<file path="config.mk">
export PLATFORM = sky130hd
export DESIGN_NAME = bcd_calendar_counter_flat
export DESIGN_NICKNAME = d
export VERILOG_FILES = /design/src/rtl/cal_pkg.sv /design/src/rtl/bcd_calendar_counter_if.sv /design/src/rtl/cal_seg7_scan.sv /design/src/rtl/bcd_calendar_counter.sv /design/src/flat_wrapper.sv
export SDC_FILE = /design/constraint.sdc
export NUM_CORES = 1
export LEC_CHECK = 0
export BUFFER_PORTS_ARGS = -buffer_cell sky130_fd_sc_hd__buf_2
export CAP_MARGIN = 25
export CORE_ASPECT_RATIO = 1.75
export CORE_MARGIN = 2
export CORE_UTILIZATION = 40
export CTS_CLUSTER_SIZE = 28
export DETAILED_ROUTE_END_ITERATION = 8
export PLACE_DENSITY = 0.61
export RECOVER_POWER = 50
export SYNTH_ARGS = -nofsm -noshare
export SYNTH_HDL_FRONTEND = slang
export SYNTH_SLANG_ARGS = --single-unit
</file>
<file path="constraint.sdc">
create_clock -name clk -period 6.05 [get_ports clk]
set_input_delay 1.21 -clock clk [delete_from_list [all_inputs] [get_ports clk]]
set_output_delay 1.21 -clock clk [all_outputs]
set_load 0.02 [all_outputs]
</file>
<file path="src/rtl/cal_pkg.sv">
// Shared definitions for the BCD calendar counter: month constants, BCD
// helpers, month-length lookup, scan digit indices and the load FSM states.
package cal_pkg;

  localparam logic [7:0] MON_JAN = 8'h01;
  localparam logic [7:0] MON_FEB = 8'h02;
  localparam logic [7:0] MON_APR = 8'h04;
  localparam logic [7:0] MON_JUN = 8'h06;
  localparam logic [7:0] MON_SEP = 8'h09;
  localparam logic [7:0] MON_NOV = 8'h11;
  localparam logic [7:0] MON_DEC = 8'h12;

  // seg7_sel values: 0 is the leftmost digit (year tens)
  localparam logic [2:0] SEL_YY_TENS = 3'd0;
  localparam logic [2:0] SEL_YY_ONES = 3'd1;
  localparam logic [2:0] SEL_MM_TENS = 3'd2;
  localparam logic [2:0] SEL_MM_ONES = 3'd3;
  localparam logic [2:0] SEL_DD_TENS = 3'd4;
  localparam logic [2:0] SEL_DD_ONES = 3'd5;

  typedef enum logic {ST_RUN, ST_CHECK} cal_state_t;

  function automatic logic [7:0] bcd_inc(input logic [7:0] v);
    return (v[3:0] == 4'h9) ? {v[7:4] + 4'h1, 4'h0} : {v[7:4], v[3:0] + 4'h1};
  endfunction

  function automatic logic [7:0] bcd_dec(input logic [7:0] v);
    return (v[3:0] == 4'h0) ? {v[7:4] - 4'h1, 4'h9} : {v[7:4], v[3:0] - 4'h1};
  endfunction

  // yy%4==0 decided on the digits: tens parity selects which ones digits qualify
  function automatic logic is_leap(input logic [7:0] yy);
    logic [3:0] ones;
    ones = yy[3:0];
    if (!yy[4]) return (ones == 4'h0) || (ones == 4'h4) || (ones == 4'h8);
    else        return (ones == 4'h2) || (ones == 4'h6);
  endfunction

  function automatic logic [7:0] month_len(input logic [7:0] yy, input logic [7:0] mm);
    case (mm)
      MON_FEB:                            return is_leap(yy) ? 8'h29 : 8'h28;
      MON_APR, MON_JUN, MON_SEP, MON_NOV: return 8'h30;
      default:                            return 8'h31;
    endcase
  endfunction

  // January looks back to December of the previous year, which is always 31
  function automatic logic [7:0] prev_month_len(input logic [7:0] yy, input logic [7:0] mm);
    if (mm == MON_JAN) return 8'h31;
    else               return month_len(yy, bcd_dec(mm));
  endfunction

endpackage

</file>
<file path="src/rtl/bcd_calendar_counter_if.sv">
// Control, load and display bundle of the calendar counter.
// The down input exists only when CAL_DOWN_EN is defined.
interface bcd_calendar_counter_if;
  logic       enable;
`ifdef CAL_DOWN_EN
  logic       down;
`endif
  logic       load_valid;
  logic       load_ready;
  logic [7:0] load_yy, load_mm, load_dd;
  logic       load_err;
  logic [7:0] yy, mm, dd;
  logic       wrap;
  logic       at_end;
  logic [2:0] seg7_sel;
  logic [3:0] digit;
  logic       dpt;

  modport master (
`ifdef CAL_DOWN_EN
    output down,
`endif
    output enable, load_valid, load_yy, load_mm, load_dd,
    input  load_ready, load_err, yy, mm, dd, wrap, at_end, seg7_sel, digit, dpt
  );

  modport slave (
`ifdef CAL_DOWN_EN
    input  down,
`endif
    input  enable, load_valid, load_yy, load_mm, load_dd,
    output load_ready, load_err, yy, mm, dd, wrap, at_end, seg7_sel, digit, dpt
  );
endinterface

</file>
<file path="src/rtl/cal_seg7_scan.sv">
// Six-digit display scanner: free-running prescaler, digit select walking
// 5 down to 0, BCD nibble mux and decimal points forming YY.MM.DD.
module cal_seg7_scan
  import cal_pkg::*;
#(
  parameter int SCAN_EXP = 15
) (
  input  logic       clk,
  input  logic       reset,
  input  logic [7:0] yy,
  input  logic [7:0] mm,
  input  logic [7:0] dd,
  output logic [2:0] seg7_sel,
  output logic [3:0] digit,
  output logic       dpt
);

  logic [SCAN_EXP-1:0] scan_cnt;

  // scan prescaler always runs; each terminal count moves one digit left
  always_ff @(posedge clk) begin
    if (!reset) begin
      scan_cnt <= '0;
      seg7_sel <= SEL_DD_ONES;
    end else begin
      scan_cnt <= scan_cnt + 1'b1;
      if (&scan_cnt)
        seg7_sel <= (seg7_sel == SEL_YY_TENS) ? SEL_DD_ONES : seg7_sel - 3'd1;
    end
  end

  // nibble and decimal point for the active digit
  always_comb begin
    digit = dd[3:0];
    case (seg7_sel)
      SEL_YY_TENS: digit = yy[7:4];
      SEL_YY_ONES: digit = yy[3:0];
      SEL_MM_TENS: digit = mm[7:4];
      SEL_MM_ONES: digit = mm[3:0];
      SEL_DD_TENS: digit = dd[7:4];
      default:     digit = dd[3:0];
    endcase
    dpt = (seg7_sel == SEL_MM_ONES) || (seg7_sel == SEL_YY_ONES);
  end

endmodule

</file>
<file path="src/rtl/bcd_calendar_counter.sv">
// YY.MM.DD BCD day counter with leap years, range wrap, validated load and
// display scanner. Macro CAL_DOWN_EN adds the down input and reverse stepping.
//
// state    | meaning
// ST_RUN   | counting, load_ready high, a load request is latched
// ST_CHECK | one cycle validating the latched date, no stepping
module bcd_calendar_counter
  import cal_pkg::*;
#(
  parameter int         TICK_EXP = 16,
  parameter int         SCAN_EXP = 15,
  parameter logic [7:0] YEAR_MIN = 8'h21,
  parameter logic [7:0] YEAR_MAX = 8'h48
) (
  input logic                   clk,
  input logic                   reset,
  bcd_calendar_counter_if.slave bus
);

  cal_state_t          state;
  logic [TICK_EXP-1:0] tick_cnt;
  logic [7:0]          yy_q, mm_q, dd_q;
  logic [7:0]          lyy, lmm, ldd;
  logic [7:0]          nyy, nmm, ndd;
  logic                nwrap;
  logic                ready_q, err_q, wrap_q;
  logic                dir_down, step, load_ok, end_up, end_down;

`ifdef CAL_DOWN_EN
  assign dir_down = bus.down;
`else
  assign dir_down = 1'b0;
`endif

  assign end_up   = (yy_q == YEAR_MAX) && (mm_q == MON_DEC) && (dd_q == 8'h31);
  assign end_down = (yy_q == YEAR_MIN) && (mm_q == MON_JAN) && (dd_q == 8'h01);
  // a step in the same cycle as a load acceptance is dropped
  assign step = (&tick_cnt) && bus.enable && (state == ST_RUN) && !bus.load_valid;

  // latched date check; raw compares are valid BCD order once nibbles are <= 9
  always_comb begin
    load_ok = (lyy[7:4] <= 4'h9) && (lyy[3:0] <= 4'h9) &&
              (lmm[7:4] <= 4'h9) && (lmm[3:0] <= 4'h9) &&
              (ldd[7:4] <= 4'h9) && (ldd[3:0] <= 4'h9) &&
              (lmm >= MON_JAN) && (lmm <= MON_DEC) &&
              (ldd >= 8'h01) && (ldd <= month_len(lyy, lmm)) &&
              (lyy >= YEAR_MIN) && (lyy <= YEAR_MAX);
  end

  // next date for one step in the current direction, digit-wise BCD
  always_comb begin
    nyy = yy_q; nmm = mm_q; ndd = dd_q; nwrap = 1'b0;
    if (dir_down) begin
      if (end_down) begin
        nyy = YEAR_MAX; nmm = MON_DEC; ndd = 8'h31; nwrap = 1'b1;
      end else if (dd_q == 8'h01) begin
        ndd = prev_month_len(yy_q, mm_q);
        if (mm_q == MON_JAN) begin
          nmm = MON_DEC; nyy = bcd_dec(yy_q);
        end else begin
          nmm = bcd_dec(mm_q);
        end
      end else begin
        ndd = bcd_dec(dd_q);
      end
    end else begin
      if (end_up) begin
        nyy = YEAR_MIN; nmm = MON_JAN; ndd = 8'h01; nwrap = 1'b1;
      end else if (dd_q == month_len(yy_q, mm_q)) begin
        ndd = 8'h01;
        if (mm_q == MON_DEC) begin
          nmm = MON_JAN; nyy = bcd_inc(yy_q);
        end else begin
          nmm = bcd_inc(mm_q);
        end
      end else begin
        ndd = bcd_inc(dd_q);
      end
    end
  end

  // day prescaler: holds while paused, restarts on an accepted load
  always_ff @(posedge clk) begin
    if (!reset)                            tick_cnt <= '0;
    else if (state == ST_CHECK && load_ok) tick_cnt <= '0;
    else if (bus.enable)                   tick_cnt <= tick_cnt + 1'b1;
  end

  // load FSM with date, wrap and handshake outputs registered alongside it
  always_ff @(posedge clk) begin
    if (!reset) begin
      state   <= ST_RUN;
      ready_q <= 1'b1;
      err_q   <= 1'b0;
      wrap_q  <= 1'b0;
      yy_q    <= YEAR_MIN;
      mm_q    <= MON_JAN;
      dd_q    <= 8'h01;
      lyy     <= '0;
      lmm     <= '0;
      ldd     <= '0;
    end else begin
      err_q  <= 1'b0;
      wrap_q <= 1'b0;
      case (state)
        ST_RUN: begin
          if (bus.load_valid) begin
            lyy     <= bus.load_yy;
            lmm     <= bus.load_mm;
            ldd     <= bus.load_dd;
            state   <= ST_CHECK;
            ready_q <= 1'b0;
          end else if (step) begin
            yy_q   <= nyy;
            mm_q   <= nmm;
            dd_q   <= ndd;
            wrap_q <= nwrap;
          end
        end
        ST_CHECK: begin
          state   <= ST_RUN;
          ready_q <= 1'b1;
          if (load_ok) begin
            yy_q <= lyy;
            mm_q <= lmm;
            dd_q <= ldd;
          end else begin
            err_q <= 1'b1;
          end
        end
        default: begin
          state   <= ST_RUN;
          ready_q <= 1'b1;
        end
      endcase
    end
  end

  assign bus.yy         = yy_q;
  assign bus.mm         = mm_q;
  assign bus.dd         = dd_q;
  assign bus.wrap       = wrap_q;
  assign bus.load_ready = ready_q;
  assign bus.load_err   = err_q;
`ifdef CAL_DOWN_EN
  assign bus.at_end = dir_down ? end_down : end_up;
`else
  assign bus.at_end = end_up;
`endif

  logic [2:0] scan_sel;
  logic [3:0] scan_digit;
  logic       scan_dpt;

  cal_seg7_scan #(.SCAN_EXP(SCAN_EXP)) u_scan (
    .clk      (clk),
    .reset    (reset),
    .yy       (yy_q),
    .mm       (mm_q),
    .dd       (dd_q),
    .seg7_sel (scan_sel),
    .digit    (scan_digit),
    .dpt      (scan_dpt)
  );

  assign bus.seg7_sel = scan_sel;
  assign bus.digit    = scan_digit;
  assign bus.dpt      = scan_dpt;

endmodule

</file>
<file path="src/flat_wrapper.sv">
// flat-port wrapper written by rule: the top's interface ports become plain ports
module bcd_calendar_counter_flat import cal_pkg::*;
#(
  parameter int         TICK_EXP = 16,
  parameter int         SCAN_EXP = 15,
  parameter logic [7:0] YEAR_MIN = 8'h21,
  parameter logic [7:0] YEAR_MAX = 8'h48
)
  (clk, reset, bus_enable, bus_load_valid, bus_load_yy, bus_load_mm, bus_load_dd, bus_load_ready, bus_load_err, bus_yy, bus_mm, bus_dd, bus_wrap, bus_at_end, bus_seg7_sel, bus_digit, bus_dpt);
  bcd_calendar_counter_if bus_i ();
  input logic clk;
  input logic reset;
  input wire logic [$bits(bus_i.enable)-1:0] bus_enable;
  input wire logic [$bits(bus_i.load_valid)-1:0] bus_load_valid;
  input wire logic [$bits(bus_i.load_yy)-1:0] bus_load_yy;
  input wire logic [$bits(bus_i.load_mm)-1:0] bus_load_mm;
  input wire logic [$bits(bus_i.load_dd)-1:0] bus_load_dd;
  output wire logic [$bits(bus_i.load_ready)-1:0] bus_load_ready;
  output wire logic [$bits(bus_i.load_err)-1:0] bus_load_err;
  output wire logic [$bits(bus_i.yy)-1:0] bus_yy;
  output wire logic [$bits(bus_i.mm)-1:0] bus_mm;
  output wire logic [$bits(bus_i.dd)-1:0] bus_dd;
  output wire logic [$bits(bus_i.wrap)-1:0] bus_wrap;
  output wire logic [$bits(bus_i.at_end)-1:0] bus_at_end;
  output wire logic [$bits(bus_i.seg7_sel)-1:0] bus_seg7_sel;
  output wire logic [$bits(bus_i.digit)-1:0] bus_digit;
  output wire logic [$bits(bus_i.dpt)-1:0] bus_dpt;
  assign bus_i.enable = bus_enable;
  assign bus_i.load_valid = bus_load_valid;
  assign bus_i.load_yy = bus_load_yy;
  assign bus_i.load_mm = bus_load_mm;
  assign bus_i.load_dd = bus_load_dd;
  assign bus_load_ready = bus_i.load_ready;
  assign bus_load_err = bus_i.load_err;
  assign bus_yy = bus_i.yy;
  assign bus_mm = bus_i.mm;
  assign bus_dd = bus_i.dd;
  assign bus_wrap = bus_i.wrap;
  assign bus_at_end = bus_i.at_end;
  assign bus_seg7_sel = bus_i.seg7_sel;
  assign bus_digit = bus_i.digit;
  assign bus_dpt = bus_i.dpt;
  bcd_calendar_counter #(.TICK_EXP(TICK_EXP), .SCAN_EXP(SCAN_EXP), .YEAR_MIN(YEAR_MIN), .YEAR_MAX(YEAR_MAX)) u_core (.clk(clk), .reset(reset), .bus(bus_i));
endmodule
</file>
==> results of run 1 <==
==> area by class of cell <==
cell class / count / area share, %
Timing Repair Buffer: 67 / 5.94
Multi-Input combinational cell: 453 / 51.8
Inverter: 22 / 1.53
Sequential cell: 86 / 31.9
Tap cell: 135 / 3.13
Clock inverter: 7 / 1.51
Clock buffer: 9 / 4.17
==> worst min-delay path: cells and delay by family, from the launching register on <==
family          cells  cell delay [ns]
simple gates        1             0.05
flops               1             0.30
compound gates      1             0.05
==> metal layers <==
| metal | share of wire [%] | track usage (%) | vias up |
|---|---|---|---|
| met2 | 53 | 37.0 | 109 |
| met3 | 3.1 | 3.07 | 24 |
| met1 | 41 | 23.9 | 2058 |
| met4 | 2.9 | 8.05 | 0 |
| li1 | - | - | 2194 |
| met5 | 0 | 0 | - |
==> how the worst min path moves through the flow <==
| stage | from | endpoint | slack (ns) | cells past startpoint |
|---|---|---|---|---|
| final | u_core.ldd[6] | u_core.ldd[6] | 0.45 | 2 |
| after detailed placement | u_core.ldd[6] | u_core.ldd[6] | 0.45 | 2 |
| after global routing | u_core.ldd[7] | u_core.ldd[7] | 0.48 | 2 |
| after floorplan | u_core.u_scan.scan_cnt[0] | u_core.u_scan.scan_cnt[0] | 0.42 | 1 |
| after global placement | u_core.u_scan.scan_cnt[0] | u_core.u_scan.scan_cnt[0] | 0.43 | 1 |
| after CTS | u_core.ldd[6] | u_core.ldd[6] | 0.45 | 2 |
==> synth_stat cells (all sizes together) (3+ instances only) <==
cell     n  area, sq um
a211o    4         35.0
a211oi   6         55.1
a21oi   51          259
a222oi   4         40.0
a22o     3         26.3
a22oi    9         72.6
a31oi    6         37.5
and2     4         25.0
and3     7         43.8
and4     5         43.8
buf      7         42.5
clkbuf  24         90.1
dfxtp   86         1720
ha      15          188
inv     22         82.6
mux2     4         45.0
mux2i    9          103
nand2   90          340
nand2b   6         37.5
nand3   17         85.1
nand4   17          106
nor2    60          225
nor2b   13         81.3
nor3    10         61.3
nor3b    5         47.5
o211a    4         40.0
o21a     7         52.6
o21ai   27          135
o221ai   3         26.3
or3      9         56.3
or4      3         22.5
xnor2   14          123
xor2    16          140
==> cell families after synthesis <==
| family | after synthesis | synth area share [%] |
|---|---|---|
| xor+xnor | 30 | 5.55 |
| simple gates | 254 | 26.6 |
| buf+inv | 53 | 4.55 |
| fa+ha+maj | 15 | 3.97 |
| compound gates | 141 | 19.8 |
| flops | 86 | 36.4 |
| mux | 13 | 3.12 |
==> report_power, final <==
group | switching [mW] | internal (mW) | total [mW]
sequential | 0.0221 | 0.582 | 0.604
clock | 0.238 | 0.325 | 0.563
combinational | 0.0616 | 0.0383 | 0.0999
==> stage by stage <==
stage,hold slack (ns),setup WS (ns)
after floorplan,0.418,3.11
after global placement,0.430,2.73
after detailed placement,0.445,2.67
after CTS,0.454,2.64
after global routing,0.484,1.75
final,0.455,1.97
==> registers in the layout, indices dropped and copies added, names as in the netlist <==
| signal | flops |
|---|---|
| u_core.bus.yy | 8 |
| u_core.tick_cnt | 16 |
| u_core.u_scan.seg7_sel | 3 |
| u_core.bus.load_err | 1 |
| u_core.state | 1 |
| u_core.bus.mm | 8 |
| u_core.bus.dd | 8 |
| u_core.bus.load_ready | 1 |
| u_core.bus.wrap | 1 |
| u_core.ldd | 8 |
| u_core.u_scan.scan_cnt | 15 |
| u_core.lyy | 8 |
| u_core.lmm | 8 |
==> impl_metrics.ini, run 1 <==
[run_status]
status = complete, but fails checks
violations = max-capacitance violations, max-slew violations

[power_and_ir_drop]
total_power_mw = 1.27
p_per_area_nw_per_um2 = 235
vdd_ir_drop_max_mv = 0.176
power_leakage_nw = 2.07

[die]
dieWidth_microns = 86.2
core_sq_um = 11600
start_util_pct = 40.9
fp.dieH_microns = 148
pin_count = 64
rows = 52
die_area_sq_um = 12800

[critical_path]
critical-path-max-stage-delay_ns = 1.60
rrSetupSlack_ns = 2.62
worstSetupPathType = primary input to register
worstSetupPathDepth = 5
critPathSlowestCell = clkbuf_1
required_ns = 6.28
cp_num_buf_inv = 3
cp_top_family = buffers and inverters
reg2reg_depth = 11
cp_max_fo = 45
endpoint = u_core.bus.yy[1]
crit_top_cell = clkbuf_1
start_kind = primary input
arrival_ns = 4.30
r2r_start = u_core.lmm[0]
timing.rr.end = u_core.bus.yy[5]
cp-startpoint = reset
end_kind = register
path_cells = clkbuf_1 -> inv_1 -> clkbuf_1 -> nor2_1 -> a32o_1

[clock_network]
hold_buffers = 0
cts_setup_buffers = 0
htree_levels = 3
cts_resized = 0
cts_buffers = 9
cts.clk_slew.worst_paths_ns = 0.06
root_buffer = clkbuf_16
insertion_delay_ns = 0.34
cts_tree = yes
cts.sink_count = 86
clockBufferDepth = 2

[sta]
fmax_mhz = 245
setup-violations-final = 0
tns_ns = 0
slew_headroom_pct = -46.1
drv_slew = 46
min_period_over_period_pct = 67.4
period_minus_slack_ns = 4.08
rsz0062_at_grt = no
tightest_slew_ns = 2.19
fin_skew_ns = 0.0100
finalHoldViolations = 0

[synth]
yosysUniqueCellTypes = 67
ys_warn_count = 0
seq_area_frac_synth_pct = 36.4
synth_enable_flop_cells = 0
synth_area_sq_um = 4730
syn_inst = 592
syn_nets = 635
ys.flop_type = dfxtp_1
ys_async_sr_fraction_pct = 0
ys_seq_elements = 86
avgSynthCellArea_sq_um = 8.00

[grt]
antenna_found_initial = 0
grt_pass1_wl_microns = 20900
grt_pass1_vias = 4202
grt_use_total_pct = 20.5
grt_max_degree = 56
overflow = 0

[drt]
firstDrtPassIters = 5
drtIter0Drc = 356
ant_nets = 0
routed_wl_microns = 12900
remaining_drc_errors = 0
post_drt_wl_per_cell_microns = 16.6
viasPerCell = 5.63
routed-via-count = 4385

[placed_design]
gp_routability_congestion = 0.881
io_buffers = 63
place_inst = 761
hpwlAfterDp_microns = 9540
placed_area_sq_um = 5100

[cells_and_area]
fin_nets = 682
ff_latch_area_sq_um = 1720
drive_gt1_share_pct = 12.9
fin_area_sq_um = 5400
multiInputGateArea_sq_um = 2800
diodes = 0
mostFrequentLayoutCells = nand2_1, dfxtp_1, nor2_1
instances_no_fill = 779
nFillCells = 1182
syn2layout_area_growth_pct = 14.0
final_core_util_pct = 46.6
mostFrequentLayoutCell = nand2_1

[job]
max_cap_viol_count = 1

[worst_hold_path]
min_path_type = register to register
Note: power is estimated with default switching activity, not from simulation.
==> run 2: changes to the inputs <==
ABC_AREA = 1   (was not set)
PLACE_DENSITY = 0.63   (was 0.61)
clock period = 3.5 ns   (was 6.05 ns; I/O delays follow)
==> run 2 against run 1 <==
The run still ends with max-capacitance violations, max-slew violations left. Critical path depth is 13 higher. Hold slack worse by 0.0028 ns. Largest power group is now clock. Largest cell class unchanged. Power is 90% higher. Worst setup slack worse by 1.2 ns. Clock skew is 0.00067 ns lower. Synthesized cell count is 29% higher.
==> impl_metrics.ini, run 2 <==
[synth]
synth_top_family_by_area = simple AND/OR/NAND/NOR gates
seq_area_frac_synth_pct = 34.4
synth_top_cell_area_share_pct = 34.4
synth_area_sq_um = 5000
synth_compound_gate_area_share_pct = 16.4
yosysTopAreaCell = dfxtp_1
ys.flop_type = dfxtp_1
yosys-top-cells-area = dfxtp_1, nand2_1, nor2_1
yosysMostFrequentCell = nand2_1
synth_xor_area_share_pct = 2.63
yosysUniqueCellTypes = 43
synth_mux_area_share_pct = 0.200
post_synth_and_or_nand_nor_area_fraction_pct = 32.8
avgSynthCellArea_sq_um = 6.54
syn_nets = 807
synth_commonest_cells = nand2_1, nor2_1, inv_1, dfxtp_1, o21ai_0
syn_inst = 764
ys_warn_count = 0
synth_enable_flop_cells = 0
synthAdderAreaFrac_pct = 3.75
ys_async_sr_fraction_pct = 0
ys_seq_elements = 86

[die]
core_sq_um = 12400
pin_count = 64
die_area_sq_um = 13400
start_util_pct = 40.4
dieWidth_microns = 88.5
rows = 54
fp.dieH_microns = 152

[grt]
grt_max_degree = 47
antenna_found_initial = 0
grt_pass1_wl_microns = 22700
grt_use_total_pct = 21.3
grt_pass1_vias = 4902
overflow = 0

[critical_path]
critPathSlowestCell = a21oi_2
start_kind = register
required_ns = 3.74
cp_top_family = simple AND/OR/NAND/NOR gates
cp-startpoint = u_core.lmm[7]
crit_top_cell = nor2_1
worstSetupPathType = register to register
end_kind = register
r2r_start = u_core.lmm[7]
cp_max_fo = 7
arrival_ns = 2.97
cp_num_buf_inv = 2
critical-path-max-stage-delay_ns = 0.36
path_cells = nor2_1 -> nand2_1 -> nor2_1 -> inv_1 -> nor2_1 -> inv_1 -> a21oi_1 -> nor2_1 -> ha_1 -> nand3_1 -> nand2_1 -> nor2_1 -> nor2_1 -> nand3_1 -> a21oi_2 -> nand4_1 -> nor2_1 -> nor2_1

[cells_and_area]
regMostFlops = u_core.tick_cnt
fin_area_sq_um = 5780
top_regs = u_core.tick_cnt x16, u_core.u_scan.scan_cnt x15
final_core_util_pct = 46.7
fin_nets = 866
syn2layout_area_growth_pct = 15.6
nFillCells = 1343
largest_reg_flops = 16
diodes = 0
mostFrequentLayoutCell = nand2_1
mostFrequentLayoutCells = nand2_1, nor2_1, inv_1
drive_gt1_share_pct = 8.33

[worst_hold_path]
min_path_type = register to register
min_from = u_core.u_scan.scan_cnt[0]

[clock_network]
cts.clk_slew.worst_paths_ns = 0.07
cts_setup_buffers = 0
cts_buffers = 9
insertion_delay_ns = 0.35
htree_levels = 3
clockBufferDepth = 2
hold_buffers = 0
cts_resized = 0
cts.sink_count = 86
cts_tree = yes
root_buffer = clkbuf_16

[drt]
remaining_drc_errors = 0
firstDrtPassIters = 7
viasPerCell = 5.08
ant_nets = 0
post_drt_wl_per_cell_microns = 13.9
routed_wl_microns = 13800
drtIter0Drc = 275
routed-via-count = 5061

[placed_design]
gp_routability_congestion = 0.971
placed_area_sq_um = 5470
hpwlAfterDp_microns = 10600
io_buffers = 63
dpl_worst_slack_ns = 0.801

[power_and_ir_drop]
vdd_ir_drop_max_mv = 0.271
comb_power_share_pct = 9.6
power_switching_share_pct = 25.4
p_per_area_nw_per_um2 = 416
power.internal_mw = 1.79
p_clk_share_pct = 47.1
seq_power_share_pct = 43.3
switching_power_mw = 0.612
power_leakage_nw = 2.55

[run_status]
violations = max-capacitance violations, max-slew violations
status = complete, but fails checks

[sta]
period_minus_slack_ns = 2.73
fmax_mhz = 367
whs_ns = 0.452
finalHoldViolations = 0
slew_headroom_pct = -1.67
setup_ws_ns = 0.774
tns_ns = 0
setup-violations-final = 0
fin_skew_ns = 0.00935
drv_slew = 43
rsz0062_at_grt = no
min_period_over_period_pct = 77.9
tightest_slew_ns = 1.53

[job]
max_cap_viol_count = 1
run 2: cell types whose count changed after synthesis, moves of 8 or more:
cell / before / now
nor2b_1: 13 / 0
inv_1: 21 / 99
nand2_1: 89 / 152
o22ai_1: 1 / 10
nor2_1: 60 / 120
xor2_1: 16 / 8
nand3_1: 17 / 46
clkbuf_1: 24 / 12
o21ai_0: 26 / 67
or3_1: 9 / 0
run 2: layout make-up:
cell class	count	area, sq um	share of cell area, %
clock buffer	9	225	3.90
clock inverter	7	126	2.19
inverter	106	398	6.88
multi-input combinational	552	2790	48.3
sequential	86	1720	29.8
tap	168	210	3.64
timing repair buffer	68	309	5.35
run 2: worst paths after layout:
| path | endpoint | slack (ns) | cells past startpoint |
|---|---|---|---|
| max reg2reg | u_core.bus.yy[4] | 0.77 | 18 |
| min reg2reg | u_core.u_scan.scan_cnt[0] | 0.45 | 1 |
| max | u_core.bus.yy[4] | 0.77 | 18 |
| min | u_core.u_scan.scan_cnt[0] | 0.45 | 1 |
run 2: power groups by stage:
stage	Clock, mW	Sequential [mW]	Combinational (mW)
6_report	1.13	1.04	0.232
5_1_grt	1.20	1.05	0.268
4_1_cts	1.15	1.04	0.234
3_5_place_dp	0	1.06	0.233
3_3_place_gp	0	1.06	0.232
2_1_floorplan	0	1.06	0.162
run 2: per-stage QoR:
stage,power [mW],instances
after floorplan,1.22,764
after global routing,2.51,996
after detailed placement,1.30,980
after CTS,2.43,996
after global placement,1.30,980
final,2.41,996
run 2: cell families (layout without fill, tap and decap cells):
group                    Yosys count  after routing
AO/OA/AOI/OAI                    151            151
XOR/XNOR                          15             15
adder cells (fa/ha/maj)           15             15
buffers and inverters            126            190
flip-flops                        86             86
multiplexers                       1              1
AND/OR/NAND/NOR                  370            370
run 2: worst register-to-register path, cell delays in order, from the launching register on:
cell,delay [ns]
dfxtp_1,0.34
nor2_1,0.10
nand2_1,0.09
nor2_1,0.17
inv_1,0.06
nor2_1,0.13
inv_1,0.08
a21oi_1,0.11
nor2_1,0.07
ha_1,0.27
nand3_1,0.07
nand2_1,0.07
nor2_1,0.05
nor2_1,0.12
nand3_1,0.13
a21oi_2,0.36
nand4_1,0.21
nor2_1,0.13
nor2_1,0.05
run 2: metal layers:
| metal | track usage (%) | wire [microns] | up-vias | share of wire [%] |
|---|---|---|---|---|
| met1 | 24.1 | 5640 | 2295 | 41 |
| met5 | 0 | 0 | - | 0 |
| met3 | 4.13 | 544 | 32 | 3.9 |
| li1 | - | - | 2617 | - |
| met4 | 9.88 | 415 | 0 | 3.0 |
| met2 | 37.3 | 7250 | 117 | 52 |
==> run 3: changes to the inputs <==
PLACE_DENSITY = 0.61   (was 0.63)
clock period = 2.8 ns   (was 3.5 ns; I/O delays follow)
==> run 3 against run 2 <==
The flow now finishes without violations. Routed wire length grew 4.8%. Combinational power increased by 33%. Worst setup slack worse by 0.66 ns. Highest routed layer unchanged. Clock skew is 0.0026 ns lower. Via count is 1.4% higher.
==> impl_metrics.ini, run 3 (same netlist as run 2, synthesis figures left out) <==
[run_status]
status = completed

[sta]
setup-violations-final = 0
fmax_mhz = 372
tightest_slew_ns = 0.868
min_period_over_period_pct = 95.9
rsz0062_at_grt = no
finalHoldViolations = 0
fin_skew_ns = 0.00672
slew_headroom_pct = 42.1
drv_slew = 0
period_minus_slack_ns = 2.68

[worst_hold_path]
min_path_cells = 3
min_path_type = primary input to register

[power_and_ir_drop]
total_power_mw = 2.84
power_leakage_nw = 2.56
p_per_area_nw_per_um2 = 488
vdd_ir_drop_max_mv = 0.310

[critical_path]
start_kind = register
required_ns = 2.24
arrival_ns = 2.12
cp_top_family = simple AND/OR/NAND/NOR gates
cp_num_buf_inv = 4
reg2reg_depth = 18
worstSetupPathDepth = 8
critical-path-max-stage-delay_ns = 0.44
critPathSlowestCell = nor4_2
crit_top_cell = inv_1
worstSetupPathType = register to primary output
cp_max_fo = 4
end_kind = primary output
rrSetupSlack_ns = 0.26
path_cells = inv_1 -> ha_1 -> inv_1 -> nor2_1 -> nand2_1 -> nor4_2 -> buf_4 -> buf_2

[cells_and_area]
fin_area_sq_um = 5820
syn2layout_area_growth_pct = 16.4
largest_reg_flops = 16
drive_gt1_share_pct = 9.70
diodes = 0
top_regs = u_core.tick_cnt x16, u_core.u_scan.scan_cnt x15
fin_nets = 873
mostFrequentLayoutCell = nand2_1
regMostFlops = u_core.tick_cnt
mostFrequentLayoutCells = nand2_1, nor2_1, inv_1

[clock_network]
htree_levels = 3
clockBufferDepth = 2
cts_buffers = 9
cts.sink_count = 86
insertion_delay_ns = 0.34
root_buffer = clkbuf_16
cts_tree = yes
hold_buffers = 0
cts.clk_slew.worst_paths_ns = 0.06

[grt]
grt_max_degree = 42
antenna_found_initial = 0
grt_pass1_vias = 4901
overflow = 0
grt_pass1_wl_microns = 22900
grt_use_total_pct = 21.6

[placed_design]
io_buffers = 63
hpwlAfterDp_microns = 11400
placed_area_sq_um = 5510
gp_routability_congestion = 0.909

[drt]
firstDrtPassIters = 5
viasPerCell = 5.12
remaining_drc_errors = 0
drtIter0Drc = 244
routed-via-count = 5134
ant_nets = 0
routed_wl_microns = 14500
post_drt_wl_per_cell_microns = 14.5

[die]
rows = 54
fp.dieH_microns = 152
start_util_pct = 40.4
dieWidth_microns = 88.5
pin_count = 64
core_sq_um = 12400
die_area_sq_um = 13400

[job]
max_cap_viol_count = 0
==> run 3: changes by cell type in the layout (fill, tap and decap cells not counted), moves of 2 or more <==
cell	change
buf_4	+6
bufinv_16	-2
nor2_1	-3
nor2_2	+3
o21ai_0	-2
==> run 3: worst paths after layout <==
path | start | end
max | u_core.bus.mm[5] | bus_at_end
min | bus_load_mm[0] | u_core.lmm[0]
max reg2reg | u_core.lmm[6] | u_core.bus.yy[5]
min reg2reg | u_core.u_scan.scan_cnt[0] | u_core.u_scan.scan_cnt[0]
==> run 3: where the power goes <==
group / total [mW] / internal [mW] / leakage [nW] / switching [mW]
logic: 0.308 / 0.104 / 1.71 / 0.204
registers: 1.30 / 1.26 / 0.701 / 0.0412
clock network: 1.23 / 0.722 / 0.143 / 0.507
total: 2.84 / 2.09 / 2.56 / 0.752
==> run 3: metrics by stage <==
stage / instances / TNS (ns) / utilization, % / hold WS [ns] / setup WS, ns
2_1_floorplan: 764 / 0 / - / 0.418 / 0.519
6_report: 1003 / 0 / 47.1 / 0.447 / 0.115
3_5_place_dp: 985 / -0.0111 / 44.6 / 0.453 / -0.0111
4_1_cts: 1001 / 0 / 47.0 / 0.435 / 0.0499
5_1_grt: 1003 / 0 / 47.1 / 0.450 / 0.00292
3_3_place_gp: 985 / 0 / 44.6 / 0.427 / 0.0608
==> run 3: final cells by class <==
| cell class | instances | area (sq um) |
|---|---|---|
| clock buffer | 12 | 246 |
| clock inverter | 4 | 55.1 |
| fill | 1328 | 6550 |
| inverter | 106 | 398 |
| multi-input combinational | 552 | 2830 |
| sequential | 86 | 1720 |
| tap | 168 | 210 |
| timing repair buffer | 75 | 360 |
==> run 3: repair_timing <==
| action | CTS | global route |
|---|---|---|
| setup buffers | 0 | 2 |
| endpoints found under the setup margin | 8 | 20 |
| pin swaps | 0 | 2 |
| gates resized for setup | 2 | 8 |
==> run 3: tightest hold or removal path: stages <==
cell    delay (ns)
buf_2         0.07
nor2_1        0.03
nor2_1        0.08
==> run 3: layer usage <==
layer,part of all wire (%),up-vias,global-route usage [%]
met5,0,-,0
met4,3.6,0,9.60
met3,3.7,30,3.10
met2,54,121,40.8
met1,38,2356,22.5
li1,-,2627,-
